### src/rtl/soda_coin_acceptor.sv
// Coin acceptor front end: synchronizes and debounces the slot sensor, classifies coins
// and queues up to two of them for the dispenser controller, holding each until acked.
module soda_coin_acceptor #(
  parameter int unsigned DEBOUNCE_CYCLES = 4,
  parameter int unsigned VAL_W           = 8,
  parameter int unsigned VAL_NICKEL      = 5,
  parameter int unsigned VAL_DIME        = 10,
  parameter int unsigned VAL_QUARTER     = 25
) (
  input  logic             clk,
  input  logic             rst,
  input  logic             sense,
  input  logic [1:0]       size_code,
  input  logic             coin_ack,
  output logic             c,
  output logic [VAL_W-1:0] a,
  output logic             reject,
  output logic [1:0]       fill
);

  localparam int unsigned CntW = (DEBOUNCE_CYCLES > 1) ? $clog2(DEBOUNCE_CYCLES) : 1;
  localparam logic [CntW-1:0] CntMax = CntW'(DEBOUNCE_CYCLES - 1);

  logic             sense_s1_q, sense_s2_q;
  logic [1:0]       code_s1_q, code_s2_q;
  logic             level_q, level_d;
  logic [CntW-1:0]  cnt_q, cnt_d;
  logic [VAL_W-1:0] ent0_q, ent0_d, ent1_q, ent1_d;
  logic [1:0]       fill_q, fill_d;
  logic             reject_q, reject_d;

  logic             coin_evt;
  logic             pop, push;
  logic [VAL_W-1:0] coin_val;

  // Level flips once sync2 has disagreed with it for DEBOUNCE_CYCLES consecutive edges.
  always_comb begin
    level_d  = level_q;
    cnt_d    = '0;
    coin_evt = 1'b0;
    if (sense_s2_q != level_q) begin
      if (cnt_q == CntMax) begin
        level_d  = sense_s2_q;
        coin_evt = sense_s2_q;
      end else begin
        cnt_d = cnt_q + 1'b1;
      end
    end
  end

  always_comb begin
    coin_val = '0;
    case (code_s2_q)
      2'b01:   coin_val = VAL_W'(VAL_NICKEL);
      2'b10:   coin_val = VAL_W'(VAL_DIME);
      2'b11:   coin_val = VAL_W'(VAL_QUARTER);
      default: coin_val = '0;
    endcase
  end

  assign pop      = coin_ack && (fill_q != 2'd0);
  assign push     = coin_evt && (code_s2_q != 2'b00) && ((fill_q != 2'd2) || pop);
  assign reject_d = coin_evt && !push;

  // ent0 is always the head; a pop shifts ent1 forward.
  always_comb begin
    ent0_d = ent0_q;
    ent1_d = ent1_q;
    fill_d = fill_q;
    case ({push, pop})
      2'b01: begin
        ent0_d = ent1_q;
        fill_d = fill_q - 2'd1;
      end
      2'b10: begin
        if (fill_q == 2'd0) ent0_d = coin_val;
        else                ent1_d = coin_val;
        fill_d = fill_q + 2'd1;
      end
      2'b11: begin
        if (fill_q == 2'd1) begin
          ent0_d = coin_val;
        end else begin
          ent0_d = ent1_q;
          ent1_d = coin_val;
        end
      end
      default: ;
    endcase
  end

  always_ff @(posedge clk) begin
    if (rst) begin
      sense_s1_q <= 1'b0;
      sense_s2_q <= 1'b0;
      code_s1_q  <= 2'b00;
      code_s2_q  <= 2'b00;
      level_q    <= 1'b0;
      cnt_q      <= '0;
      ent0_q     <= '0;
      ent1_q     <= '0;
      fill_q     <= 2'd0;
      reject_q   <= 1'b0;
    end else begin
      sense_s1_q <= sense;
      sense_s2_q <= sense_s1_q;
      code_s1_q  <= size_code;
      code_s2_q  <= code_s1_q;
      level_q    <= level_d;
      cnt_q      <= cnt_d;
      ent0_q     <= ent0_d;
      ent1_q     <= ent1_d;
      fill_q     <= fill_d;
      reject_q   <= reject_d;
    end
  end

  assign c      = (fill_q != 2'd0);
  assign a      = c ? ent0_q : '0;
  assign reject = reject_q;
  assign fill   = fill_q;

endmodule

### config.mk
export PLATFORM = sky130hd
export DESIGN_NAME = soda_coin_acceptor
export DESIGN_NICKNAME = d
export VERILOG_FILES = /design/src/rtl/soda_coin_acceptor.sv
export SDC_FILE = /design/constraint.sdc
export NUM_CORES = 1
export LEC_CHECK = 0
export ABC_AREA = 1
export BUFFER_PORTS_ARGS = -buffer_cell sky130_fd_sc_hd__buf_2
export CORE_ASPECT_RATIO = 1.75
export CORE_MARGIN = 1
export CORE_UTILIZATION = 50
export CTS_BUF_LIST = sky130_fd_sc_hd__clkbuf_4 sky130_fd_sc_hd__clkbuf_8
export DETAILED_ROUTE_END_ITERATION = 8
export HOLD_SLACK_MARGIN = 0.1
export PLACE_DENSITY = 0.72
export SLEW_MARGIN = 20
export SYNTH_ARGS = -nofsm -noshare
export SYNTH_HDL_FRONTEND = slang
export SYNTH_SLANG_ARGS = --single-unit
### constraint.sdc
create_clock -name clk -period 1.95 [get_ports clk]
set_clock_uncertainty 0.2 [all_clocks]
set_input_delay 0.4875 -clock clk [delete_from_list [all_inputs] [get_ports clk]]
set_output_delay 0.4875 -clock clk [all_outputs]
set_load 0.005 [all_outputs]
==> results.py <==
metrics = {
    "layout": {
        "drive_above_1_share_pct": 26.7,
        "nets": 238,
        "antenna_cells": 0,
        "areaGrowthSynthToFinish_pct": 26.4,
        "finalInstanceArea_um2": 1630,
        "stdcell_count": 251,
        "final_cell_mix": "39 x inv_1, 33 x nor2_1, 31 x nand2_1",
        "final_common_cell": "inv_1",
    },
    "critical_path": {
        "critPathCaptureType": "register",
        "crit_top_cell": "inv_2",
        "slowest_stage": "dfxtp_2",
        "worst_ep_required_time_ns": 1.93,
        "path_buf_inv": 6,
        "worstSetupPathType": "reg2reg",
        "crit_fanout": 8,
        "path_cells": "inv_2, buf_4, ha_1, inv_2, o21ai_2, inv_2, ha_4, inv_6, nand2_8, nand3_4, nand2_1, inv_1, nor2_1",
        "start_kind": "register",
        "worst_ep_arrival_time_ns": 1.85,
        "critPathTopFamily": "buffers and inverters",
        "max_stage_delay_ns": 0.33,
    },
    "placed_design": {
        "placed_area_um2": 1460,
        "place_worst_setup_slack_ns": -0.166,
        "place_inst": 244,
        "numPortBuffers": 14,
        "place.gp.congestion": 0.916,
        "hpwlAfterDp_um": 2220,
    },
    "die": {
        "die_h_um": 69.2,
        "row_count": 24,
        "core_area_um2": 2460,
        "ioPinCount": 18,
        "die_w_um": 40.4,
        "dieArea_um2": 2800,
        "start_util_pct": 52.4,
    },
    "cts": {
        "cts_buffers": 3,
        "clk_pin_slew_ns": 0.08,
        "clock-root-buffer": "clkbuf_8",
        "cts_max_path_buffers": 2,
        "cts_tree": "done",
        "cts_sinks": 22,
        "htreeDepth": 1,
        "insertion_delay_ns": 0.27,
        "hold_buffers": 0,
    },
    "routing": {
        "vias": 1271,
        "drtAntennaViolNets": 0,
        "drc": 0,
        "vias_per_cell": 5.06,
        "drt-wirelength-per-cell_um": 12.0,
        "firstDrtPassIters": 4,
        "drtIter0Drc": 38,
        "routed_wl_um": 3010,
    },
    "synth": {
        "seq_area_frac_synth_pct": 34.1,
        "yosys_warnings": 0,
        "avgSynthCellArea_um2": 6.55,
        "synth_cell_type_count": 22,
        "ys_ff_latch": 22,
        "syn-instance-count": 197,
        "syn_area_um2": 1290,
    },
    "outcome": {
        "status": "finished, final reports clean",
    },
    "power_and_ir_drop": {
        "p_per_area_nw_per_um2": 628,
        "p_leak_nw": 0.810,
        "ir_drop_v": 0.000528,
        "finalPower_mw": 1.02,
    },
    "sta": {
        "rsz0062_at_grt": "true",
        "report.final.slew_viol_count": 0,
        "max_freq_ghz": 0.533,
        "finalCritPeriodShare_pct": 96.2,
        "finalSetupViolCount": 0,
        "min_period_ns": 1.88,
        "fin_ws_ns": 0.0737,
        "hold_violations": 0,
    },
    "global_routing": {
        "overflow": 0,
        "grt_pass1_wl_um": 4900,
        "track_usage_pct": 24.6,
        "antenna_found_initial": 0,
        "grt_max_degree": 13,
        "grt_pass1_vias": 1250,
    },
    "min_path": {
        "hp-class": "reg2reg",
    },
    "flow_run": {
        "cap_violations": 0,
    },
}
synthesized netlist by cell type, drive strengths merged:
| cell type | count | share of area (%) |
|---|---|---|
| xor2 | 1 | 0.68 |
| nor2 | 38 | 13 |
| dfxtp | 22 | 34 |
| nand3 | 19 | 8.7 |
| inv | 47 | 14 |
| conb | 1 | 0.29 |
| nand2 | 36 | 12 |
| nand4 | 7 | 3.4 |
| a21oi | 5 | 1.9 |
| buf | 5 | 2.7 |
| xnor2 | 1 | 0.68 |
| ha | 6 | 5.8 |
| clkbuf | 1 | 0.29 |
| o21ai | 8 | 3.1 |
final timing paths:
| check | from | to | slack, ns | cells after the start |
|---|---|---|---|---|
| max | fill[0] | ent1_q[3] | 0.07 | 13 |
| min | sense_s1_q | sense_s2_q | 0.21 | 2 |
| max reg2reg | fill[0] | ent1_q[3] | 0.07 | 13 |
| min reg2reg | sense_s1_q | sense_s2_q | 0.21 | 2 |
kinds of logic after synthesis:
logic type | Yosys count | share of synthesized area, %
flip-flops | 22 | 34.1
AO/OA/AOI/OAI | 13 | 5.04
buffers and inverters | 53 | 16.7
AND/OR/NAND/NOR | 100 | 36.7
adder cells (fa/ha/maj) | 6 | 5.82
other | 1 | 0.291
XOR/XNOR | 2 | 1.36
sequential cells by signal (all words and copies together) (netlist names):
name / cells
ent0_q: 5
ent1_q: 5
cnt_q: 2
code_s1_q: 2
code_s2_q: 2
fill: 2
level_q: 1
reject: 1
sense_s1_q: 1
sense_s2_q: 1
stage by stage:
step	util (%)	TNS (ns)	hold slack (ns)
after floorplan	-	0	0.188
after global placement	59.3	-0.877	0.190
after detailed placement	59.3	-1.20	0.201
after CTS	62.3	0	0.214
after global routing	66.2	-0.0828	0.211
final	66.2	0	0.210
worst reg2reg max path, cell delays in order (launching register included):
cell	delay, ns
dfxtp_2	0.33
inv_2	0.07
buf_4	0.10
ha_1	0.15
inv_2	0.06
o21ai_2	0.17
inv_2	0.08
ha_4	0.19
inv_6	0.10
nand2_8	0.08
nand3_4	0.09
nand2_1	0.07
inv_1	0.06
nor2_1	0.04
report_power, final:
part           leakage [nW]  switching, mW  internal [mW]
clock                0.0288          0.154          0.180
sequential            0.181        0.00999          0.471
combinational         0.600          0.115         0.0942
total                 0.810          0.279          0.745
per-layer routing:
layer  global-route usage (%)  routed length, um
met1                     25.5               1160
met2                     40.4               1630
met3                     4.49                 84
met4                     16.7                130
met5                        0                  0
final cells by class:
type | count | area [um^2]
well taps | 26 | 32.5
fillers | 217 | 832
repair buffers | 28 | 186
inverters | 47 | 185
clock buffers | 4 | 55.1
flip-flops and latches | 22 | 444
multi-input cells | 124 | 727
what timing repair did:
action | CTS | global route
endpoints found under the setup margin | 17 | 16
cloned | 0 | 0
buffers inserted | 0 | 3
gates resized for setup | 7 | 19
pin swaps | 1 | 4
Note: power is estimated with default switching activity, not from simulation.
